===== src/rtl/pengo_input_if.sv =====
// ============================================================================
// Module      : pengo_input_if
// Description : Input-side bus of the pengo input stage (PS/2, joystick, IN0/IN1).
// Revision    : 1.0
// ============================================================================
`default_nettype none

interface pengo_input_if;
    logic [10:0] ps2_key;
    logic [15:0] joy;
    logic        horz;
    logic [7:0]  in0;
    logic [7:0]  in1;
    logic [1:0]  coin_busy;

    modport master (
        output ps2_key, joy, horz,
        input  in0, in1, coin_busy
    );

    modport slave (
        input  ps2_key, joy, horz,
        output in0, in1, coin_busy
    );
endinterface

`default_nettype wire


===== src/rtl/pengo_input_ctrl.sv =====
// ============================================================================
// Module      : pengo_input_ctrl
// Description : PS/2 + joystick merge, Horz remap and coin pulse shaping for
//               the pengo IN0/IN1 ports. Macro KEYB_P2_EN adds P2 keyboard keys.
// Revision    : 1.0
// ============================================================================
`default_nettype none

module pengo_input_ctrl #(
    parameter int COIN_PULSE = 2400000,
    parameter int COIN_GAP   = 1200000,
    parameter int CNT_W      = 22
) (
    input  wire            clk_sys,
    input  wire            reset_n,
    pengo_input_if.slave   bus
);

    localparam logic [1:0] ST_IDLE  = 2'd0;
    localparam logic [1:0] ST_PULSE = 2'd1;
    localparam logic [1:0] ST_GAP   = 2'd2;
    localparam logic [1:0] ST_WAIT  = 2'd3;

    localparam logic [CNT_W-1:0] PULSE_LAST = CNT_W'(COIN_PULSE - 1);
    localparam logic [CNT_W-1:0] GAP_LAST   = CNT_W'(COIN_GAP - 1);

    wire       key_tgl     = bus.ps2_key[10];
    wire       key_pressed = bus.ps2_key[9];
    wire       key_ext     = bus.ps2_key[8];
    wire [7:0] key_code    = bus.ps2_key[7:0];
    wire       unused_joy  = ^bus.joy[15:7];

    logic old_tgl;
    logic key_up, key_down, key_left, key_right, key_fire1;
    logic key_f1, key_f2, key_1, key_2, key_5, key_6;
`ifdef KEYB_P2_EN
    logic key_up2, key_down2, key_left2, key_right2, key_fire2;
`endif

    wire key_evt = key_tgl != old_tgl;

    always_ff @(posedge clk_sys or negedge reset_n) begin
        if (!reset_n) begin
            old_tgl    <= 1'b0;
            key_up     <= 1'b0;
            key_down   <= 1'b0;
            key_left   <= 1'b0;
            key_right  <= 1'b0;
            key_fire1  <= 1'b0;
            key_f1     <= 1'b0;
            key_f2     <= 1'b0;
            key_1      <= 1'b0;
            key_2      <= 1'b0;
            key_5      <= 1'b0;
            key_6      <= 1'b0;
`ifdef KEYB_P2_EN
            key_up2    <= 1'b0;
            key_down2  <= 1'b0;
            key_left2  <= 1'b0;
            key_right2 <= 1'b0;
            key_fire2  <= 1'b0;
`endif
        end else begin
            old_tgl <= key_tgl;
            if (key_evt) begin
                // Arrow keys arrive with or without the E0 prefix; everything else must be unextended
                case (key_code)
                    8'h75: key_up    <= key_pressed;
                    8'h72: key_down  <= key_pressed;
                    8'h6B: key_left  <= key_pressed;
                    8'h74: key_right <= key_pressed;
                    default: begin
                        if (!key_ext) begin
                            case (key_code)
                                8'h29, 8'h14: key_fire1 <= key_pressed;
                                8'h05: key_f1 <= key_pressed;
                                8'h06: key_f2 <= key_pressed;
                                8'h16: key_1  <= key_pressed;
                                8'h1E: key_2  <= key_pressed;
                                8'h2E: key_5  <= key_pressed;
                                8'h36: key_6  <= key_pressed;
`ifdef KEYB_P2_EN
                                8'h2D: key_up2    <= key_pressed;
                                8'h2B: key_down2  <= key_pressed;
                                8'h23: key_left2  <= key_pressed;
                                8'h34: key_right2 <= key_pressed;
                                8'h1C: key_fire2  <= key_pressed;
`endif
                                default: ;
                            endcase
                        end
                    end
                endcase
            end
        end
    end

    // Direction nibble is {right,left,down,up}; rotation sends up->left, left->down, down->right, right->up
    function automatic logic [3:0] remap(input logic [3:0] d, input logic rot);
        return rot ? {d[1], d[0], d[2], d[3]} : d;
    endfunction

    logic [3:0] joy_dir;
    logic [3:0] dir1, dir2;
    logic       start1, start2, fire1, fire2;
    logic [1:0] coin_src;
    logic [1:0] coin_act;
    logic [1:0] coin_busy_vec;

    always_comb begin
        joy_dir = {bus.joy[0], bus.joy[1], bus.joy[2], bus.joy[3]};
        dir1    = remap({key_right, key_left, key_down, key_up} | joy_dir, bus.horz);
`ifdef KEYB_P2_EN
        dir2    = remap({key_right2, key_left2, key_down2, key_up2} | joy_dir, bus.horz);
        fire2   = key_fire2;
`else
        dir2    = remap(joy_dir, bus.horz);
        fire2   = 1'b0;
`endif
        start1      = key_f1 | key_1 | bus.joy[5];
        start2      = key_f2 | key_2 | bus.joy[6];
        fire1       = key_fire1 | bus.joy[4];
        coin_src[0] = key_5;
        coin_src[1] = key_6 | start1 | start2;
    end

    for (genvar s = 0; s < 2; s++) begin : g_slot
        logic [1:0]       state, state_nx;
        logic [CNT_W-1:0] cnt;
        logic             src_d;
        logic             act, busy;

        always_ff @(posedge clk_sys or negedge reset_n) begin
            if (!reset_n) begin
                state <= ST_IDLE;
                src_d <= 1'b0;
            end else begin
                state <= state_nx;
                src_d <= coin_src[s];
            end
        end

        always_ff @(posedge clk_sys or negedge reset_n) begin
            if (!reset_n) begin
                cnt <= '0;
            end else if (state_nx != state) begin
                cnt <= '0;
            end else if (state == ST_PULSE || state == ST_GAP) begin
                cnt <= cnt + 1'b1;
            end
        end

        always_comb begin
            state_nx = state;
            case (state)
                ST_IDLE:  if (coin_src[s] && !src_d) state_nx = ST_PULSE;
                ST_PULSE: if (cnt == PULSE_LAST)     state_nx = ST_GAP;
                ST_GAP:   if (cnt == GAP_LAST)       state_nx = ST_WAIT;
                ST_WAIT:  if (!coin_src[s])          state_nx = ST_IDLE;
                default:                             state_nx = ST_IDLE;
            endcase
        end

        always_comb begin
            act  = (state == ST_PULSE);
            busy = (state != ST_IDLE);
        end

        assign coin_act[s]      = act;
        assign coin_busy_vec[s] = busy;
    end

    logic [7:0] in0_reg, in1_reg;

    always_ff @(posedge clk_sys or negedge reset_n) begin
        if (!reset_n) begin
            in0_reg <= 8'hFF;
            in1_reg <= 8'hFF;
        end else begin
            in0_reg <= ~{fire1, 1'b0, coin_act[0], coin_act[1], dir1};
            in1_reg <= ~{fire2, start2, start1, 1'b0, dir2};
        end
    end

    assign bus.in0       = in0_reg;
    assign bus.in1       = in1_reg;
    assign bus.coin_busy = coin_busy_vec;

endmodule

`default_nettype wire

===== src/flat_wrapper.sv =====
// flat-port wrapper written by rule: the top's interface ports become plain ports
module pengo_input_ctrl_flat 
#(
    parameter int COIN_PULSE = 2400000,
    parameter int COIN_GAP   = 1200000,
    parameter int CNT_W      = 22
)
  (clk_sys, reset_n, bus_ps2_key, bus_joy, bus_horz, bus_in0, bus_in1, bus_coin_busy);
  pengo_input_if bus_i ();
  input  wire clk_sys;
  input  wire reset_n;
  input wire logic [$bits(bus_i.ps2_key)-1:0] bus_ps2_key;
  input wire logic [$bits(bus_i.joy)-1:0] bus_joy;
  input wire logic [$bits(bus_i.horz)-1:0] bus_horz;
  output wire logic [$bits(bus_i.in0)-1:0] bus_in0;
  output wire logic [$bits(bus_i.in1)-1:0] bus_in1;
  output wire logic [$bits(bus_i.coin_busy)-1:0] bus_coin_busy;
  assign bus_i.ps2_key = bus_ps2_key;
  assign bus_i.joy = bus_joy;
  assign bus_i.horz = bus_horz;
  assign bus_in0 = bus_i.in0;
  assign bus_in1 = bus_i.in1;
  assign bus_coin_busy = bus_i.coin_busy;
  pengo_input_ctrl #(.COIN_PULSE(COIN_PULSE), .COIN_GAP(COIN_GAP), .CNT_W(CNT_W)) u_core (.clk_sys(clk_sys), .reset_n(reset_n), .bus(bus_i));
endmodule

===== config.mk =====
export PLATFORM = sky130hd
export DESIGN_NAME = pengo_input_ctrl_flat
export DESIGN_NICKNAME = d
export VERILOG_FILES = /design/src/rtl/pengo_input_if.sv /design/src/rtl/pengo_input_ctrl.sv /design/src/flat_wrapper.sv
export SDC_FILE = /design/constraint.sdc
export NUM_CORES = 1
export LEC_CHECK = 0
export ABC_AREA = 1
export BUFFER_PORTS_ARGS = -buffer_cell sky130_fd_sc_hd__buf_2
export CAP_MARGIN = 20
export CORE_ASPECT_RATIO = 1.2
export CORE_UTILIZATION = 59
export DETAILED_ROUTE_END_ITERATION = 10
export GPL_TIMING_DRIVEN = 1
export PLACE_DENSITY = 0.8
export SLEW_MARGIN = 20
export SYNTH_ARGS = -nofsm -noshare
export SYNTH_HDL_FRONTEND = slang
export SYNTH_SLANG_ARGS = --single-unit

===== constraint.sdc =====
create_clock -name clk_sys -period 2.8 [get_ports clk_sys]
set_input_delay 0.28 -clock clk_sys [delete_from_list [all_inputs] [get_ports clk_sys]]
set_output_delay 0.28 -clock clk_sys [all_outputs]
set_load 0.02 [all_outputs]

* Yosys cells after proc, flatten, opt, wreduce, memory -nomap -nowiden
Cells that the tools add are included.
Storage, ports and cells: register bits after elaboration 78, latch bits 0, bits in writable memories 0, memory bits (read-only) 0, bits of input ports 30, memories 0
Operators by class: $add $sub $neg 2, multipliers 0, divide/modulo/power cells 0, magnitude comparators 0, eq/ne operators 25, shift operators 0, multiplexer cells 16, bitwise logic cells 12, reduce and logical (&&, ||, !) cells 25
Operators with widths (count):
- $mux 22 | 4
- $add 22x1->22 const B | 2
- $eq 22x21->1 const B | 2
- $eq 22x22->1 const B | 2
- $eq 8x7->1 const B | 4
- $reduce_and 4->1 | 7
- $eq 8x5->1 const B | 3
- $eq 8x6->1 const B | 3
- $eq 8x3->1 const B | 2
- $mux 2 | 8
- $pmux 2 s4 | 2
- $eq 2x2->1 const B | 4
- $mux 4 | 2
- $not 7->8 | 1
- $not 8->8 | 1
- $reduce_and 2->1 | 4
- $reduce_bool 2->1 | 4
- $or 1x1->1 | 7
- $eq 2x1->1 const B | 2
- $logic_not 2->1 | 2
- $ne 2x2->1 | 2
- $or 4x4->4 | 1
- $reduce_or 4->1 | 1
- $logic_and 1x1->1 | 2
- 5 further kinds | 8

* Depth between registers and ports, before layout
word-level depth 9, gate-level depth with buffers 15, mapped depth without buffers 14

* Worst setup path before layout
Ideal clock, no wire load.
path kind reg-to-reg, from reg u_core.g_slot[0].state[0], to reg u_core.g_slot[0].cnt[20], setup time 0.120 ns, data arrival time 1.864 ns, required time 2.680 ns, setup slack 0.816 ns, stages on the path, launching flop included 10, buffers on the path 0, clock period less this slack 1.984 ns, cells stage by stage dfrtp_1 inv_1 ha_1 nand4_1 nor3_2 nand3_2 nor2_2 nand3_2 xor2_1 nor2_2
Between the ends: cells in the longest elaborated chain, start to end 4, elaborated cells on any way between the ends 13, those cells by class eq/ne: 4; mux: 6; reduce/logical: 3
Ends and longest elaborated chain:
- start: declaration | RTL line pengo_input_ctrl.sv:128 | logic [1:0] state, state_nx;
- start signal: assignment | RTL line pengo_input_ctrl.sv:138 | state <= state_nx;
- $eq 2x2->1, or another cell as far along | RTL line pengo_input_ctrl.sv:155 | case (state)
- $pmux 2 s4 | RTL line pengo_input_ctrl.sv:155
- $ne 2x2->1 | RTL line pengo_input_ctrl.sv:146 | end else if (state_nx != state) begin
- $mux 22 or $reduce_bool 2->1 (tied branches)
- end signal: assignment | RTL line pengo_input_ctrl.sv:149 | cnt <= cnt + 1'b1;
- end: declaration | RTL line pengo_input_ctrl.sv:129 | logic [CNT_W-1:0] cnt;
Several ways; a longest one is shown, not always the timed one. A chain may end at the register's enable or synchronous reset.

* Final worst setup path
Same ends and word-level chain as after synthesis.

==> results.py <==
metrics = {
    "die": {
        "start_util": 0.622,
        "rows": 33,
        "core-area_mm2": 0.00694,
        "ios": 48,
        "die_w_um": 80.1,
        "die_h_um": 95.7,
        "die_area_mm2": 0.00766,
    },
    "clock_tree": {
        "cts-root-buf": "clkbuf_8",
        "cts_resized": 0,
        "clockBufferDepth": 2,
        "h-tree-depth": 3,
        "cts.reportedPaths.clkPinSlew_ns": 0.08,
        "cts_tree": "built",
        "hold_buffers": 0,
        "cts_inserted_buffers": 9,
        "cts_setup_buffers": 0,
        "clk_latency_ns": 0.35,
        "cts_sinks": 75,
    },
    "timing": {
        "final-hold-violation-count": 0,
        "finalSetupViolations": 0,
        "fmax_mhz": 428,
        "tns_ns": 0,
        "post-route-period-util": 0.835,
        "min_period_ns": 2.34,
        "worstMarginPinSlew_ns": 0.909,
        "max_slew_margin": 0.394,
        "final-max-slew-violation-count": 0,
        "setup_slack_ns": 0.462,
        "hold_ws_ns": 0.0411,
        "clock_skew_ns": 0.0111,
        "grt_setup_unrepaired": "false",
    },
    "run_status": {
        "status": "complete, no violations",
    },
    "layout": {
        "antenna_cells": 0,
        "final_util": 0.679,
        "syn2layout_area_growth_pct": 9.25,
        "finalNonFillerCells": 668,
        "num-nets-final": 618,
        "drive_gt1_frac": 0.200,
        "largest_reg_flops": 44,
        "finalInstanceArea_mm2": 0.00471,
        "fill_cells": 546,
    },
    "setup_path": {
        "crit_path_start_kind": "flop",
        "worstSetupEndpointType": "flop",
        "path_class": "reg2reg",
        "rr_worst_depth": 9,
        "reg2reg_from": "u_core.g_slot[0].state[0]",
        "crit_path_start": "u_core.g_slot[0].state[0]",
        "path_max_fanout": 7,
        "arrival_ns": 2.57,
        "ff2ff_setup_slack_ns": 0.46,
        "crit_required_ns": 3.03,
    },
    "placement": {
        "place_ws_ns": 0.514,
        "dp.cells": 652,
        "gp_congestion": 0.829,
        "hpwlAfterDp_um": 5910,
        "port_buffers": 35,
        "place_area_mm2": 0.00452,
    },
    "global_routing": {
        "antenna_found_initial": 0,
        "grt-ovfl-total": 0,
        "grt_util_all_layers": 0.233,
        "grt_pass1_wl_um": 13800,
        "grt_start_max_net_pins": 76,
        "grt_pass1_vias": 3345,
    },
    "drt": {
        "vias": 3424,
        "ant_nets": 0,
        "initialDrtViolationCount": 169,
        "wl_um": 8070,
        "dr.pass1.iters": 6,
        "drc_errors": 0,
        "wl_per_cell_um": 12.1,
        "via_per_inst": 5.13,
    },
    "yosys": {
        "ys_seq_area_frac": 0.439,
        "syn_area_mm2": 0.00431,
        "async_flop_share": 1.00,
        "syn_avg_cell_area_um2": 8.02,
        "synth-main-ff-cell": "dfrtp_1",
        "post-synth-top-count-cell": "nand2_1",
        "syn_inst": 538,
        "synth.area.top_cells": "dfrtp_1 (36%), nand2_1 (9.7%), dfstp_2 (7.9%)",
        "synth_seq_cells": 75,
        "synth_top_area_share": 0.360,
        "yosys-top-cells-count": "nand2_1 (111), nor2_1 (75), inv_1 (72)",
        "synth_warnings": 0,
        "post-synth-top-area-cell": "dfrtp_1",
        "synth_cell_type_count": 33,
        "synth_edf_count": 0,
    },
    "job": {
        "maxCapViolations": 0,
    },
    "worst_hold_path": {
        "hp-start": "bus_joy[4]",
        "hold_depth": 2,
        "hp-class": "in2reg",
    },
    "power_and_ir_drop": {
        "power_mw": 2.46,
        "leakagePower_nw": 2.21,
        "ir_drop_mv": 0.647,
        "powerDensity_mw_per_mm2": 522,
    },
}
==> cell families (layout without fill, tap and decap cells) <==
kind of cell | Yosys count | count (layout) | share of synthesized area
AOI/OAI and AO/OA | 31 | 31 | 0.0380
xor gates and xnor gates | 36 | 36 | 0.0731
adders and majority gates | 12 | 12 | 0.0348
buffers and inverters | 86 | 127 | 0.0873
DFF | 75 | 75 | 0.439
muxes | 3 | 3 | 0.00696
other | 1 | 3 | 0.000869
and+or+nand+nor | 294 | 294 | 0.320
==> power breakdown <==
group / internal, mW / total, mW / switching [mW]
Clock: 0.369 / 0.775 / 0.405
Sequential: 1.14 / 1.18 / 0.0330
Combinational: 0.145 / 0.508 / 0.363
Total: 1.66 / 2.46 / 0.801
==> final timing paths <==
path                                            endpoint
worst max-delay path            u_core.g_slot[0].cnt[20]
worst min-delay path                   u_core.bus.in0[7]
worst max register to register  u_core.g_slot[0].cnt[20]
worst min register to register         u_core.bus.in0[7]
max in group asynchronous        u_core.g_slot[1].cnt[0]
min in group asynchronous       u_core.g_slot[0].cnt[10]
==> cell usage in the layout, fill, tap and decap left out, types with 4 or more instances in the layout <==
| cell | count |
|---|---|
| buf_2 | 34 |
| o21ai_0 | 25 |
| dfstp_2 | 13 |
| nor2_1 | 75 |
| nand2_2 | 4 |
| nand3_1 | 26 |
| xnor2_1 | 10 |
| nor2_2 | 29 |
| dfrtp_1 | 62 |
| xor2_1 | 26 |
| nand3_2 | 8 |
| inv_1 | 72 |
| nand2_1 | 111 |
| clkbuf_8 | 11 |
| nor3_1 | 16 |
| clkinvlp_4 | 5 |
| nand4_1 | 17 |
| ha_1 | 12 |
==> critical path, stage by stage, from the launching register on <==
cell	delay (ns)
dfrtp_1	0.42
inv_1	0.16
ha_1	0.44
nand4_1	0.23
nor3_2	0.33
nand3_2	0.14
nor2_2	0.19
nand3_2	0.09
xor2_1	0.18
nor2_2	0.06
==> metal layers <==
metal	up-vias	global-route usage	wire length [µm]
li1	1738	-	-
met1	1601	0.268	3570
met2	67	0.425	4060
met3	18	0.0392	282
met4	0	0.0997	155
met5	-	0	0
==> final cells by class <==
type                    count  area, µm²  share of cell area
multi-input cells         379       2050               0.435
flip-flops and latches     75       1890               0.402
inverters                  74        278              0.0589
repair buffers             37        193              0.0409
clock buffers              11        151              0.0321
well taps                  87        109              0.0231
clock inverters             5       37.5             0.00797
Power figures use the tool's default switching activity.
